<file path="src/rtl/pair_dist_sequencer.sv">
// Memory-port sequencer that finds the min and max |a-b| over all pairs of N signed 16-bit values.
// Optional build macro PAIR_DIST_IDX_EN adds pair-index outputs for the min and max results.
module pair_dist_sequencer #(
   parameter int N_VALS    = 32,
   parameter int BASE_ADDR = 0,
   parameter int MIN_ADDR  = 66,
   parameter int MAX_ADDR  = 68
) (
   input  logic       clk,
   input  logic       reset,
   input  logic       start,
   output logic       done,
   output logic       busy,
   output logic [7:0] mem_addr,
   input  logic [7:0] mem_rd_data,
   output logic       mem_wr_en,
   output logic [7:0] mem_wr_data
`ifdef PAIR_DIST_IDX_EN
   ,
   output logic [4:0] min_j,
   output logic [4:0] min_k,
   output logic [4:0] max_j,
   output logic [4:0] max_k
`endif
);

   typedef enum logic [2:0] {IDLE, LOAD, SCAN, WRITE, DONE} state_t;

   localparam logic [7:0] BASE_A = 8'(BASE_ADDR);
   localparam logic [7:0] MIN_A  = 8'(MIN_ADDR);
   localparam logic [7:0] MAX_A  = 8'(MAX_ADDR);
   localparam logic [5:0] LAST_C = 6'(2 * N_VALS - 1);
   localparam logic [4:0] LAST_K = 5'(N_VALS - 1);
   localparam logic [4:0] LAST_J = 5'(N_VALS - 2);

   state_t      state_r, state_s;
   logic [5:0]  c_r, c_s;
   logic [4:0]  j_r, j_s, k_r, k_s;
   logic [1:0]  w_r, w_s;
   logic [15:0] min_r, min_s, max_r, max_s;
   logic [7:0]  addr_s, wdata_s;
   logic        wr_en_s, done_s, busy_s;
   logic [15:0] cache_r [32];
   logic [16:0] diff_s;
   logic [15:0] dist_s;
`ifdef PAIR_DIST_IDX_EN
   logic [4:0]  min_j_s, min_k_s, max_j_s, max_k_s;
`endif

   // Sign-extend to 17 bits so |a-b| up to 65535 is exact
   always_comb begin
      diff_s = {cache_r[j_r][15], cache_r[j_r]} - {cache_r[k_r][15], cache_r[k_r]};
      if (diff_s[16]) begin
         dist_s = 16'(17'd0 - diff_s);
      end else begin
         dist_s = diff_s[15:0];
      end
   end

   // Next-state and next-output decode; outputs are registered one step ahead
   always_comb begin
      state_s = state_r;
      c_s     = c_r;
      j_s     = j_r;
      k_s     = k_r;
      w_s     = w_r;
      min_s   = min_r;
      max_s   = max_r;
      addr_s  = 8'h00;
      wdata_s = 8'h00;
      wr_en_s = 1'b0;
      done_s  = 1'b0;
      busy_s  = 1'b0;
`ifdef PAIR_DIST_IDX_EN
      min_j_s = min_j;
      min_k_s = min_k;
      max_j_s = max_j;
      max_k_s = max_k;
`endif
      case (state_r)
         IDLE: begin
            if (start) begin
               state_s = LOAD;
               c_s     = 6'd0;
               min_s   = 16'hFFFF;
               max_s   = 16'h0000;
               busy_s  = 1'b1;
               addr_s  = BASE_A;
`ifdef PAIR_DIST_IDX_EN
               min_j_s = 5'd0;
               min_k_s = 5'd1;
               max_j_s = 5'd0;
               max_k_s = 5'd1;
`endif
            end else begin
               state_s = IDLE;
            end
         end
         LOAD: begin
            busy_s = 1'b1;
            if (c_r == LAST_C) begin
               state_s = SCAN;
               j_s     = 5'd0;
               k_s     = 5'd1;
            end else begin
               c_s    = c_r + 6'd1;
               addr_s = BASE_A + {2'b00, c_s};
            end
         end
         SCAN: begin
            busy_s = 1'b1;
            if (dist_s < min_r) begin
               min_s = dist_s;
`ifdef PAIR_DIST_IDX_EN
               min_j_s = j_r;
               min_k_s = k_r;
`endif
            end else begin
               min_s = min_r;
            end
            if (dist_s > max_r) begin
               max_s = dist_s;
`ifdef PAIR_DIST_IDX_EN
               max_j_s = j_r;
               max_k_s = k_r;
`endif
            end else begin
               max_s = max_r;
            end
            if (k_r == LAST_K) begin
               if (j_r == LAST_J) begin
                  // Last pair: the first write byte must already include its update
                  state_s = WRITE;
                  w_s     = 2'd0;
                  wr_en_s = 1'b1;
                  addr_s  = MIN_A;
                  wdata_s = min_s[15:8];
               end else begin
                  j_s = j_r + 5'd1;
                  k_s = j_r + 5'd2;
               end
            end else begin
               k_s = k_r + 5'd1;
            end
         end
         WRITE: begin
            if (w_r == 2'd3) begin
               state_s = DONE;
               done_s  = 1'b1;
            end else begin
               busy_s  = 1'b1;
               w_s     = w_r + 2'd1;
               wr_en_s = 1'b1;
               case (w_s)
                  2'd1:    begin addr_s = MIN_A + 8'd1; wdata_s = min_r[7:0];  end
                  2'd2:    begin addr_s = MAX_A;        wdata_s = max_r[15:8]; end
                  default: begin addr_s = MAX_A + 8'd1; wdata_s = max_r[7:0];  end
               endcase
            end
         end
         DONE: begin
            if (start) begin
               done_s = 1'b1;
            end else begin
               state_s = IDLE;
            end
         end
         default: begin
            state_s = IDLE;
         end
      endcase
   end

   // State, counters, results and registered outputs
   always_ff @(posedge clk) begin
      if (!reset) begin
         state_r     <= IDLE;
         c_r         <= 6'd0;
         j_r         <= 5'd0;
         k_r         <= 5'd0;
         w_r         <= 2'd0;
         min_r       <= 16'hFFFF;
         max_r       <= 16'h0000;
         done        <= 1'b0;
         busy        <= 1'b0;
         mem_addr    <= 8'h00;
         mem_wr_en   <= 1'b0;
         mem_wr_data <= 8'h00;
`ifdef PAIR_DIST_IDX_EN
         min_j       <= 5'd0;
         min_k       <= 5'd0;
         max_j       <= 5'd0;
         max_k       <= 5'd0;
`endif
      end else begin
         state_r     <= state_s;
         c_r         <= c_s;
         j_r         <= j_s;
         k_r         <= k_s;
         w_r         <= w_s;
         min_r       <= min_s;
         max_r       <= max_s;
         done        <= done_s;
         busy        <= busy_s;
         mem_addr    <= addr_s;
         mem_wr_en   <= wr_en_s;
         mem_wr_data <= wdata_s;
`ifdef PAIR_DIST_IDX_EN
         min_j       <= min_j_s;
         min_k       <= min_k_s;
         max_j       <= max_j_s;
         max_k       <= max_k_s;
`endif
      end
   end

   // Even byte counter fills the high byte, odd fills the low byte
   always_ff @(posedge clk) begin
      if (reset && (state_r == LOAD)) begin
         if (c_r[0]) begin
            cache_r[c_r[5:1]][7:0] <= mem_rd_data;
         end else begin
            cache_r[c_r[5:1]][15:8] <= mem_rd_data;
         end
      end
   end

endmodule
</file>
<file path="config.mk">
export PLATFORM = sky130hd
export DESIGN_NAME = pair_dist_sequencer
export DESIGN_NICKNAME = d
export VERILOG_FILES = /design/src/rtl/pair_dist_sequencer.sv
export SDC_FILE = /design/constraint.sdc
export NUM_CORES = 1
export LEC_CHECK = 0
export CORE_AREA = 3 3 275 277
export CTS_BUF_LIST = sky130_fd_sc_hd__clkbuf_4 sky130_fd_sc_hd__clkbuf_8 sky130_fd_sc_hd__clkbuf_16
export DETAILED_ROUTE_END_ITERATION = 6
export DIE_AREA = 0 0 278 280
export PLACE_DENSITY = 0.51
export SLEW_MARGIN = 20
export SYNTH_ARGS = -nofsm -noshare
export SYNTH_HDL_FRONTEND = slang
export SYNTH_SLANG_ARGS = --single-unit
</file>
<file path="constraint.sdc">
create_clock -name clk -period 8.4 [get_ports clk]
set_input_delay 0.84 -clock clk [delete_from_list [all_inputs] [get_ports clk]]
set_output_delay 0.84 -clock clk [all_outputs]
set_load 0.01 [all_outputs]
</file>
## Yosys cells after proc, flatten, opt, wreduce, memory -nomap -nowiden

Memories as Yosys holds them, arrays and structs flattened. A register that Yosys moved wholly into a read port is not among the register bits.
Index checks and enable logic that the tools add are counted.

- $lt $le $gt $ge: 2
- Equality and inequality tests: 22
- Reductions and logical operators: 15
- Add/subtract/negate cells: 7
- Mux-type cells: 58

Operator list:

| cell | number |
|---|---|
| 16-bit two-way mux | 5 |
| 16-bit case mux with 2 select lines | 2 |
| 5-bit two-way mux | 10 |
| 8-bit case mux with 2 select lines | 2 |
| 8-bit two-way mux | 3 |
| 2-bit != test (second input constant) | 11 |
| 7-bit two-way mux | 3 |
| 7-bit case mux with 3 select lines | 1 |
| 5-bit case mux with 2 select lines | 2 |
| 6-bit two-way mux | 3 |
| 16-bit by 16-bit subtractor with 17-bit output | 1 |
| 16-bit greater-than comparator | 1 |
| 16-bit less-than comparator | 1 |
| 1-bit by 16-bit subtractor with 16-bit output (first input constant) | 1 |
| 3-bit two-way mux | 5 |
| 3-bit case mux with 5 select lines | 1 |
| 1-bit two-way mux | 12 |
| 6-bit case mux with 2 select lines | 1 |
| 3-bit AND reduction | 4 |
| 5-bit by 1-bit adder with 5-bit output (second input constant) | 2 |
| 5-bit == test (second input constant) | 2 |
| 4-bit AND reduction | 2 |
| 2-bit nonzero test | 4 |
| 6-bit by 1-bit adder with 6-bit output (second input constant) | 1 |
| other kinds (19) | 24 |

- Register bits: 72
- Memories: 1
- Logic and storage cells: 118
- Memory bits (writable): 512

Memories:

| memory | words | width | rd ports | clocked after memory_dff | write ports | RTL line | RTL |
|---|---|---|---|---|---|---|---|
| cache_r | 32 | 16 | 2 | 2 | 1 | 43 | `logic [15:0] cache_r [32];` |

## Logic depth before layout (Yosys ltp)

- Depth in word-level cells: 8
- Mapped depth: 27

## Least setup slack after synthesis

OpenSTA, ideal clock, no wires.

- Path kind: reg2reg
- From: register with a tool-made name
- To: register min_r[15]
- Slack: 1786 ps
- Path buffers: 3
- Arrival: 6488 ps
- Cell stages (with the launch flop): 26
- Data required time: 8274 ps
- Setup time: 126 ps
- Cell sequence: dfxtp_1 buf_2 buf_1 mux4_2 mux4_2 mux2i_1 ha_1 inv_1 fa_1 a211oi_2 o21ai_2 a211o_2 a311oi_4 nor2_1 or3_1 and2_1 ha_1 nor3_1 nand2_1 o211ai_1 a32oi_1 nor2_1 clkbuf_1 nand4_1 o32ai_1 nor3_1

RTL lines:

| element | RTL line | RTL |
|---|---|---|
| to (signal assigned) | 201 | `min_r <= min_s;` |
| to (decl) | 40 | `logic [15:0] min_r, min_s, max_r, max_s;` |

==> metrics.yaml <==
outcome: "finished, final reports clean"
clock_latency_ps: 600
nFillCells: 6287
tightest_slew_ps: 1129
die_w_microns: 278
wire_per_inst_microns: 28.98
ys_seq_area_share_pct: 58.24
power_mw: 10.11
stdcell_area_sq_um: 33280
grt.total_usage_pct: 21.22
final_common_cell: "edfxtp_1"
cts.clk_slew.worst_paths_ps: 60
grt_first_pass_wirelength_microns: 120400
core_sq_um: 73080
required_ps: 8940
viasPerCell: 5.994
setup_tns_ps: 0
ys_dominant_reg_cell: "edfxtp_1"
die_h_microns: 280
synth.distinct_cells: 85
row_count: 99
hpwl_microns: 52560
utilization_pct: 45.53
drive_gt1_share_pct: 31.76
sw_frac_of_total_pct: 34.41
hold_path_class: "reg2reg"
synth_top_area_share_pct: 52.68
finalHoldViolCount: 0
fin_nets: 1869
min_period_over_period_pct: 92.04
fin_cells: 2808
postSynthCellCount: 1734
max_slew_margin_pct: 24.42
yosysWarnings: 0
grt_max_degree: 65
drtAntennaViolNets: 0
grt_setup_unrepaired: "no"
path_class: "reg2reg"
drtIter0Drc: 1576
slowest_stage: "dfxtp_4"
endpoint_kind: "flop"
mostFrequentLayoutCells: "512 x edfxtp_1, 320 x mux4_2, 105 x nor2_1, 73 x dfxtp_1, 73 x clkbuf_16"
die_area_sq_um: 77840
area_growth_pct: 14.02
post-cts-setup-buffers: 0
register_area_sq_um: 17020
power_frac_comb_pct: 36.8
crit_family: "compound AO/OA/AOI/OAI gates"
wl_met3_microns: 5084
arrival_ps: 8270
fin_crit_ps: 7732
peakVddDrop_uv: 203.2
cts_made_buffers: 69
dr.pass1.iters: 5
cpPeakStageDelay_ps: 740
synth_top_area_cell: "edfxtp_1"
synth_edf_count: 512
crit_chain: "buf_4, mux4_2, mux4_2, mux2_2, fa_1, a211oi_2, o21ai_2, a211o_2, a311oi_4, or2_1, o21ai_1, xnor2_1, inv_1, ha_1, o21ai_0, nor2_1, o21ai_0, a21oi_1, a211oi_1, a211o_1, buf_4, nor2b_1, a22o_1"
worstPathMaxFanout: 23
syn_area_sq_um: 29180
avgSynthCellArea_sq_um: 16.83
skew_ps: 25.37
p_switching_mw: 3.480
report.final.slew_viol_count: 0
highest_layer: "met4"
synthArstFlopShare_pct: 0
multi_input_area_sq_um: 11560
max_freq_mhz: 129.3
cts_resized: 0
start_util_pct: 39.93
clock-sinks: 593
yosys-top-cells-area: "edfxtp_1 53%, mux4_2 25%, dfxtp_1 5.6%"
grt-ovfl-total: 0
drc: 0
cp_num_buf_inv: 3
clk_path_buf_depth: 3
syn_nets: 1805
cts_hold_buf: 0
vias: 16830
io_buffers: 28
p_per_area_nw_per_um2: 304.0
p_leak_nw: 10.40
met2WireLength_microns: 39340
clockRootBuffer: "clkbuf_16"
routabilityCongestion: 0.8605
grt_pass1_vias: 17530
htree_levels: 3
p_int_mw: 6.634
critPathLaunchType: "flop"
setup_viol: 0
finalWirelength_microns: 81380
clkPwrFrac_pct: 29.2
place_inst: 2686
ys_ff_latch: 593
p_seq_share_pct: 34.0
maxCapViolations: 0
wl_met1_microns: 34780
cts_tree: "yes"
place_area_sq_um: 31030
io_pins: 30
antenna_found_initial: 2
==> worst register-to-register path, cell delays in order (launching register included) <==
cell	delay, ps
dfxtp_4	740
buf_4	400
mux4_2	550
mux4_2	450
mux2_2	340
fa_1	460
a211oi_2	310
o21ai_2	150
a211o_2	370
a311oi_4	420
or2_1	330
o21ai_1	140
xnor2_1	560
inv_1	160
ha_1	330
o21ai_0	80
nor2_1	50
o21ai_0	160
a21oi_1	80
a211oi_1	410
a211o_1	190
buf_4	220
nor2b_1	540
a22o_1	230
==> power by group through the flow <==
stage / Sequential, mW / Clock (mW) / Combinational (mW)
5_1_grt: 3.46 / 3.14 / 4.10
3_5_place_dp: 3.51 / 0 / 3.72
2_1_floorplan: 3.38 / 0 / 2.69
6_report: 3.44 / 2.95 / 3.72
4_1_cts: 3.44 / 3.02 / 3.73
3_3_place_gp: 3.51 / 0 / 3.70
==> cell usage after synthesis, types with 4 or more instances <==
cell and n:
a211oi_1 8, a21o_1 11, a21oi_1 67, a22oi_1 8, a31oi_1 4, and2_1 5, buf_1 29, buf_2 6
clkbuf_1 77, dfxtp_1 81, edfxtp_1 512, ha_1 59, inv_1 63, mux2_2 16, mux2i_1 19, mux4_2 320
nand2_1 55, nand2b_1 8, nand3_1 25, nand3b_1 5, nand4_1 9, nor2_1 119, nor2b_1 8, nor3_1 32
nor3b_1 4, nor4_1 6, o211ai_1 12, o21ai_0 28, o21ai_1 13, o2bb2ai_1 8, o31ai_1 4, or2_2 10
or3_1 7, or3b_2 4, xnor2_1 15, xor2_1 14
==> routing by layer <==
metal | up-vias | global-route usage (%)
li1 | 7263 | -
met1 | 8841 | 29.38
met2 | 596 | 35.07
met3 | 131 | 3.154
met4 | 0 | 6.403
met5 | - | 0
==> worst paths after layout <==
kind,start,end,slack [ps],cells after the start
setup / recovery,flop,max_r[10],670,23
setup reg to reg,flop,max_r[10],670,23
hold reg to reg,max_r[4],max_r[4],490,2
hold / removal,max_r[4],max_r[4],490,2
==> state kept, by name, indices dropped and copies added (netlist names), named ones only <==
signal / flops
cache_r: 512
max_r: 16
min_r: 16
mem_wr_data: 8
mem_addr: 7
c_r: 6
j_r: 5
k_r: 5
state_r: 3
w_r: 2
busy: 1
done: 1
mem_wr_en: 1
==> cell type report <==
| class | count | area share (%) |
|---|---|---|
| well taps | 959 | 3.606 |
| clock inverters | 30 | 0.7708 |
| clock buffers | 91 | 5.933 |
| diodes | 1 | 0.007520 |
| flip-flops and latches | 593 | 51.14 |
| repair buffers | 107 | 3.098 |
| inverters | 63 | 0.7107 |
| multi-input cells | 964 | 34.74 |
==> kinds of logic after synthesis <==
group / after synthesis / share of synthesized area, %
simple gates: 312 / 5.136
flops: 593 / 58.24
fa+ha+maj: 60 / 2.598
xor+xnor: 30 / 0.9261
buf+inv: 177 / 2.328
compound gates: 206 / 4.797
other cells: 1 / 0.01285
mux: 355 / 25.96
==> through the flow <==
step	worst slack [ps]	hold slack, ps
floorplan	1786	454.6
global placement	756.3	478.0
detailed placement	682.5	478.8
global route	162.2	511.4
CTS	642.5	486.1
finish	668.4	487.5
Note: power is estimated with default switching activity, not from simulation.
